$ cat src/rtl/store_align_pkg.sv
// Shared types for the store aligner: bus word, byte-enable mask and store width.
package store_align_pkg;

    typedef logic [31:0] word_t;
    typedef logic [3:0]  byte_enable_t;

    typedef enum logic [1:0] {
        store_byte     = 2'd0,
        store_halfword = 2'd1,
        store_word     = 2'd2
    } store_mode_t;

    // An access needs a second beat when it runs past the last lane of its word.
    function automatic logic needs_split(input store_mode_t mode, input logic [1:0] bsel);
        return ((mode == store_halfword) && (bsel == 2'b11)) ||
               ((mode == store_word) && (bsel != 2'b00));
    endfunction

endpackage

$ cat src/rtl/store_align_lane_gen.sv
// Combinational lane steering for stores: replicate by width, rotate into the
// big-endian lanes, and produce byte enables for the first and second beat.
module store_align_lane_gen
    import store_align_pkg::*;
(
    input  word_t        data,
    input  store_mode_t  mode,
    input  logic [1:0]   bsel,
    output word_t        lane_data,
    output byte_enable_t be_first,
    output byte_enable_t be_second
);

    word_t rep;

    // Replicate the right-aligned store data across the word.
    always_comb begin
        case (mode)
            store_byte:     rep = {4{data[7:0]}};
            store_halfword: rep = {2{data[15:0]}};
            default:        rep = data;
        endcase
    end

    // Rotate right by one lane per byte of offset; bsel 0 addresses bits 31:24.
    always_comb begin
        case (bsel)
            2'd0:    lane_data = rep;
            2'd1:    lane_data = {rep[7:0],  rep[31:8]};
            2'd2:    lane_data = {rep[15:0], rep[31:16]};
            default: lane_data = {rep[23:0], rep[31:24]};
        endcase
    end

    // First-beat enables, and the spill-over lanes of the next word.
    always_comb begin
        be_first  = 4'b0000;
        be_second = 4'b0000;
        case (mode)
            store_byte: begin
                be_first = 4'b1000 >> bsel;
            end
            store_halfword: begin
                be_first = 4'b1100 >> bsel;
                if (bsel == 2'b11) be_second = 4'b1000;
            end
            default: begin
                be_first  = 4'b1111 >> bsel;
                be_second = ~be_first;
            end
        endcase
    end

endmodule

$ cat src/rtl/store_align.sv
// Store aligner between the load/store stage and the data-memory port.
// Build option STORE_ALIGN_MISALIGNED_EN: when defined, misaligned halfword and
// word stores are split into two bus beats; otherwise they are accepted, issue
// no beat, and pulse align_err.
module store_align
    import store_align_pkg::*;
(
    input  logic         clk,
    input  logic         reset,
    input  logic         req_valid,
    output logic         req_ready,
    input  logic [31:0]  req_addr,
    input  word_t        req_data,
    input  store_mode_t  req_mode,
    output logic         bus_en,
    input  logic         bus_ack,
    output logic [29:0]  bus_addr,
    output word_t        bus_data,
    output byte_enable_t bus_be,
    output logic         done,
    output logic         align_err
);

`ifdef STORE_ALIGN_MISALIGNED_EN
    typedef enum logic [1:0] {st_idle, st_beat1, st_beat2} state_t;
`else
    typedef enum logic [1:0] {st_idle, st_beat1} state_t;
`endif

    state_t       state;
    word_t        lane_data;
    byte_enable_t be_first;
    byte_enable_t be_second;
    logic         split;

    store_align_lane_gen u_lane_gen (
        .data      (req_data),
        .mode      (req_mode),
        .bsel      (req_addr[1:0]),
        .lane_data (lane_data),
        .be_first  (be_first),
        .be_second (be_second)
    );

    assign split     = needs_split(req_mode, req_addr[1:0]);
    assign req_ready = (state == st_idle);

`ifdef STORE_ALIGN_MISALIGNED_EN
    logic         split_q;
    byte_enable_t be_second_q;
    assign align_err = 1'b0;
`else
    logic unused_be_second;
    assign unused_be_second = ^be_second;
`endif

    // Beat sequencer; all bus outputs are registered here and held while waiting for ack.
    always_ff @(posedge clk or negedge reset) begin
        if (!reset) begin
            state    <= st_idle;
            bus_en   <= 1'b0;
            bus_addr <= '0;
            bus_data <= '0;
            bus_be   <= '0;
            done     <= 1'b0;
`ifdef STORE_ALIGN_MISALIGNED_EN
            split_q     <= 1'b0;
            be_second_q <= '0;
`else
            align_err <= 1'b0;
`endif
        end else begin
            done <= 1'b0;
`ifndef STORE_ALIGN_MISALIGNED_EN
            align_err <= 1'b0;
`endif
            case (state)
                st_idle: begin
                    if (req_valid) begin
`ifndef STORE_ALIGN_MISALIGNED_EN
                        if (split) begin
                            align_err <= 1'b1;
                        end else
`endif
                        begin
                            state    <= st_beat1;
                            bus_en   <= 1'b1;
                            bus_addr <= req_addr[31:2];
                            bus_data <= lane_data;
                            bus_be   <= be_first;
`ifdef STORE_ALIGN_MISALIGNED_EN
                            split_q     <= split;
                            be_second_q <= be_second;
`endif
                        end
                    end
                end
                st_beat1: begin
                    if (bus_ack) begin
`ifdef STORE_ALIGN_MISALIGNED_EN
                        if (split_q) begin
                            // Data lanes stay put; only the word address and enables move on.
                            state    <= st_beat2;
                            bus_addr <= bus_addr + 30'd1;
                            bus_be   <= be_second_q;
                        end else
`endif
                        begin
                            state  <= st_idle;
                            bus_en <= 1'b0;
                            done   <= 1'b1;
                        end
                    end
                end
`ifdef STORE_ALIGN_MISALIGNED_EN
                st_beat2: begin
                    if (bus_ack) begin
                        state  <= st_idle;
                        bus_en <= 1'b0;
                        done   <= 1'b1;
                    end
                end
`endif
                default: begin
                    state  <= st_idle;
                    bus_en <= 1'b0;
                end
            endcase
        end
    end

endmodule

$ cat config.mk
export PLATFORM = sky130hd
export DESIGN_NAME = store_align
export DESIGN_NICKNAME = d
export VERILOG_FILES = /design/src/rtl/store_align_pkg.sv /design/src/rtl/store_align_lane_gen.sv /design/src/rtl/store_align.sv
export SDC_FILE = /design/constraint.sdc
export NUM_CORES = 1
export LEC_CHECK = 0
export CORE_MARGIN = 3
export CORE_UTILIZATION = 30
export DETAILED_ROUTE_END_ITERATION = 7
export PLACE_DENSITY_LB_ADDON = 0.05
export SYNTH_ARGS = -nofsm -noshare
export SYNTH_HDL_FRONTEND = slang
export SYNTH_SLANG_ARGS = --single-unit
$ cat constraint.sdc
create_clock -name clk -period 3.3 [get_ports clk]
set_input_delay 0.66 -clock clk [delete_from_list [all_inputs] [get_ports clk]]
set_output_delay 0.66 -clock clk [all_outputs]
set_load 0.05 [all_outputs]
==> results.yml <==
place:
  dp_hpwl_um: 8867
  gp_congestion: 0.8086
  dp_slack_ns: 0.5743
  io_buffers: 139
  dp.cells: 700
pwr:
  p_sw_share_pct: 41.39
  pwr-share-seq_pct: 28.6
  p_switching_w: 0.001751
  power_leakage_nw: 2.456
  p_per_area_nw_per_um2: 708.0
  clockPowerShare_pct: 25.8
  vdd.ir_drop.worst_uv: 388.1
  power_frac_comb_pct: 45.7
  intPower_w: 0.002479
sta:
  skew_ns: 0.006780
  holdWs_ns: 0.4587
  rsz0062_at_grt: "false"
  timing.setup.tns_ns: 0
  period_needed_ns: 2.351
  finalMaxSlewViolations: 0
  relSlewSlack_pct: 40.41
  worst_pin_slew_ns: 0.8938
  max_freq_ghz: 0.4254
  post-route-period-util_pct: 71.23
  hold_viol: 0
  fin_ws_ns: 0.9495
  finalSetupViolCount: 0
worst_setup_path:
  crit_chain: "clkdlybuf4s50_1, buf_4, o21ai_1, buf_4, mux2i_1, mux2i_1, a22o_1"
  critPathMaxStageDelay_ns: 0.46
  crit_path_top_delay_cell: "clkdlybuf4s50_1"
  cpLargestDelayFamily: "buffers and inverters"
  cp.arrival_ns: 2.58
  worstSetupEndpointType: "flop"
  critPathLaunchType: "input pin"
  crit_buf_inv: 3
  critPathMaxFanout: 23
  crit_type: "input pin to flop"
  required_ns: 3.53
global_route:
  grt_use_total_pct: 17.28
  grt_pass1_vias: 3704
  globalRouteOverflowTotal: 0
  antenna_found_initial: 0
  grt_max_degree: 72
  grt_pass1_wl_um: 20300
logic_synthesis:
  synth_edf_count: 0
  ys_ff_latch: 69
  synthTopCellsByCount: "69 x dfrtp_1, 34 x nor2_1, 33 x mux2_1, 31 x nand2_1, 29 x mux2i_1"
  syn_avg_cell_area_um2: 10.04
  synth_area_leaders: "dfrtp_1 41%, mux2_1 8.9%, mux2i_1 7.0%"
  synthArstFlopShare_pct: 100.0
  synthDominantCellAreaShare_pct: 41.44
  yosys.area.top_type: "dfrtp_1"
  yosys.cell_count.top_type: "dfrtp_1"
  synth-main-ff-cell: "dfrtp_1"
  seq_area_frac_synth_pct: 41.44
  ys_types: 48
  netlist_area_um2: 4166
  syn-num-nets: 485
  yosys_warnings: 0
  synth_cells: 415
floorplanning:
  die_h_um: 123.9
  die-area_um2: 15340
  die_x_um: 123.9
  core_area_um2: 13400
  row_count: 42
  pin_count: 140
  initial_utilization_pct: 31.09
final_layout:
  antenna_cells: 0
  syn_to_final_growth_pct: 43.39
  final_cells: 716
  n_fill_cell: 1299
  drive_gt1_share_pct: 7.963
  nets: 605
route:
  post-route-drc-count: 0
  drtIter0Drc: 210
  first_pass_iters: 5
  drt-total-wl_um: 12960
  viasPerCell: 5.190
  ant_nets: 0
  drt-wirelength-per-cell_um: 18.10
  via_count: 3716
clock_tree:
  cts_setup_buffers: 0
  numCtsBuffers: 9
  cts_root_buf: "clkbuf_16"
  htreeDepth: 3
  cts_sinks: 69
  hold_buffers: 0
  clkLatencyLatePin_ns: 0.34
  cts_resized: 0
  clk_pin_slew_ns: 0.06
  clock_path_buffers: 2
  cts_tree: "built"
outcome:
  status: "finished clean"
min_path:
  hp-class: "input pin to async pin"
run:
  maxCapViolCount: 0
[state kept, by name (all words and copies together), names as in the netlist]
signal,count
bus_data,32
bus_addr,30
bus_be,4
align_err,1
bus_en,1
done,1
[worst reg2reg max path, stage by stage (launching register included)]
cell	delay, ns
dfrtp_1	0.40
nand2b_1	0.16
nand4b_1	0.24
buf_12	0.25
mux2_1	0.41
[kinds of logic after synthesis]
kind of cell	after synthesis	synth area share, %
muxes	64	16.43
buffers and inverters	52	6.847
and+or+nand+nor	110	13.36
AOI/OAI and AO/OA	120	21.92
DFF	69	41.44
[power groups by stage]
stage / Combinational (W) / Clock [W] / Sequential (W)
2_1_floorplan: 0.000437 / 0 / 0.00203
3_3_place_gp: 0.00194 / 0 / 0.00122
3_5_place_dp: 0.00195 / 0 / 0.00122
4_1_cts: 0.00196 / 0.00112 / 0.00121
5_1_grt: 0.00203 / 0.00115 / 0.00124
6_report: 0.00193 / 0.00109 / 0.00121
[worst paths after layout]
kind	slack, ns	cells after the start	startpoint	to
worst max-delay path	0.95	7	req_mode[0]	bus_data[7]$_DFFE_PN0P_
worst min-delay path	0.46	1	reset	bus_addr[16]$_DFFE_PN0P_
min in group clk	0.48	2	bus_be[2]$_DFFE_PN0P_	bus_be[2]$_DFFE_PN0P_
worst max register to register	1.72	4	bus_en$_DFFE_PN0P_	bus_addr[17]$_DFFE_PN0P_
worst min register to register	0.48	2	bus_be[2]$_DFFE_PN0P_	bus_be[2]$_DFFE_PN0P_
max in group asynchronous	2.28	1	reset	bus_en$_DFFE_PN0P_
[area by class of cell]
cell class / instances / area, um2 / area share, %
clock buffers: 11 / 252.7 / 4.230
clock inverters: 5 / 81.33 / 1.361
inverters: 8 / 30.03 / 0.5026
multi-input cells: 294 / 2155 / 36.06
flip-flops and latches: 69 / 1727 / 28.90
well taps: 176 / 220.2 / 3.686
repair buffers: 153 / 1509 / 25.26
[placed cells by master, fill, tap and decap left out, types with 5 or more instances in the layout]
master / netlist / routed
clkbuf_16: 0 / 9
clkdlybuf4s50_1: 0 / 136
a21oi_1: 11 / 11
o21ai_0: 5 / 5
a221o_1: 8 / 8
inv_1: 5 / 5
and2_1: 6 / 6
nor3b_1: 8 / 8
mux2i_1: 29 / 29
o31ai_1: 7 / 7
o21ai_1: 10 / 10
o22ai_1: 16 / 16
buf_4: 9 / 13
o221ai_1: 5 / 5
a211oi_1: 10 / 10
nor2b_1: 6 / 6
nand2b_1: 11 / 11
dfrtp_1: 69 / 69
a22o_1: 18 / 18
mux2_1: 33 / 33
nand2_1: 31 / 31
nor2_1: 34 / 34
[metal layers]
metal / wire length (um) / track usage (%) / vias up
met3: 815 / 4.496 / 8
met4: 138 / 5.744 / 0
li1: - / - / 1786
met2: 6120 / 26.63 / 115
met1: 5887 / 23.59 / 1807
met5: 0 / 0 / -
[metrics by stage]
stage               util (%)  instance area (um2)  total power (W)
finish                 44.58                 5974         0.004230
global placement       42.09                 5640         0.003161
floorplan                  -                 4167         0.002463
detailed placement     42.09                 5640         0.003177
global route           44.58                 5974         0.004422
CTS                    44.58                 5974         0.004293
No activity file was read; power rests on OpenSTA's default activity.
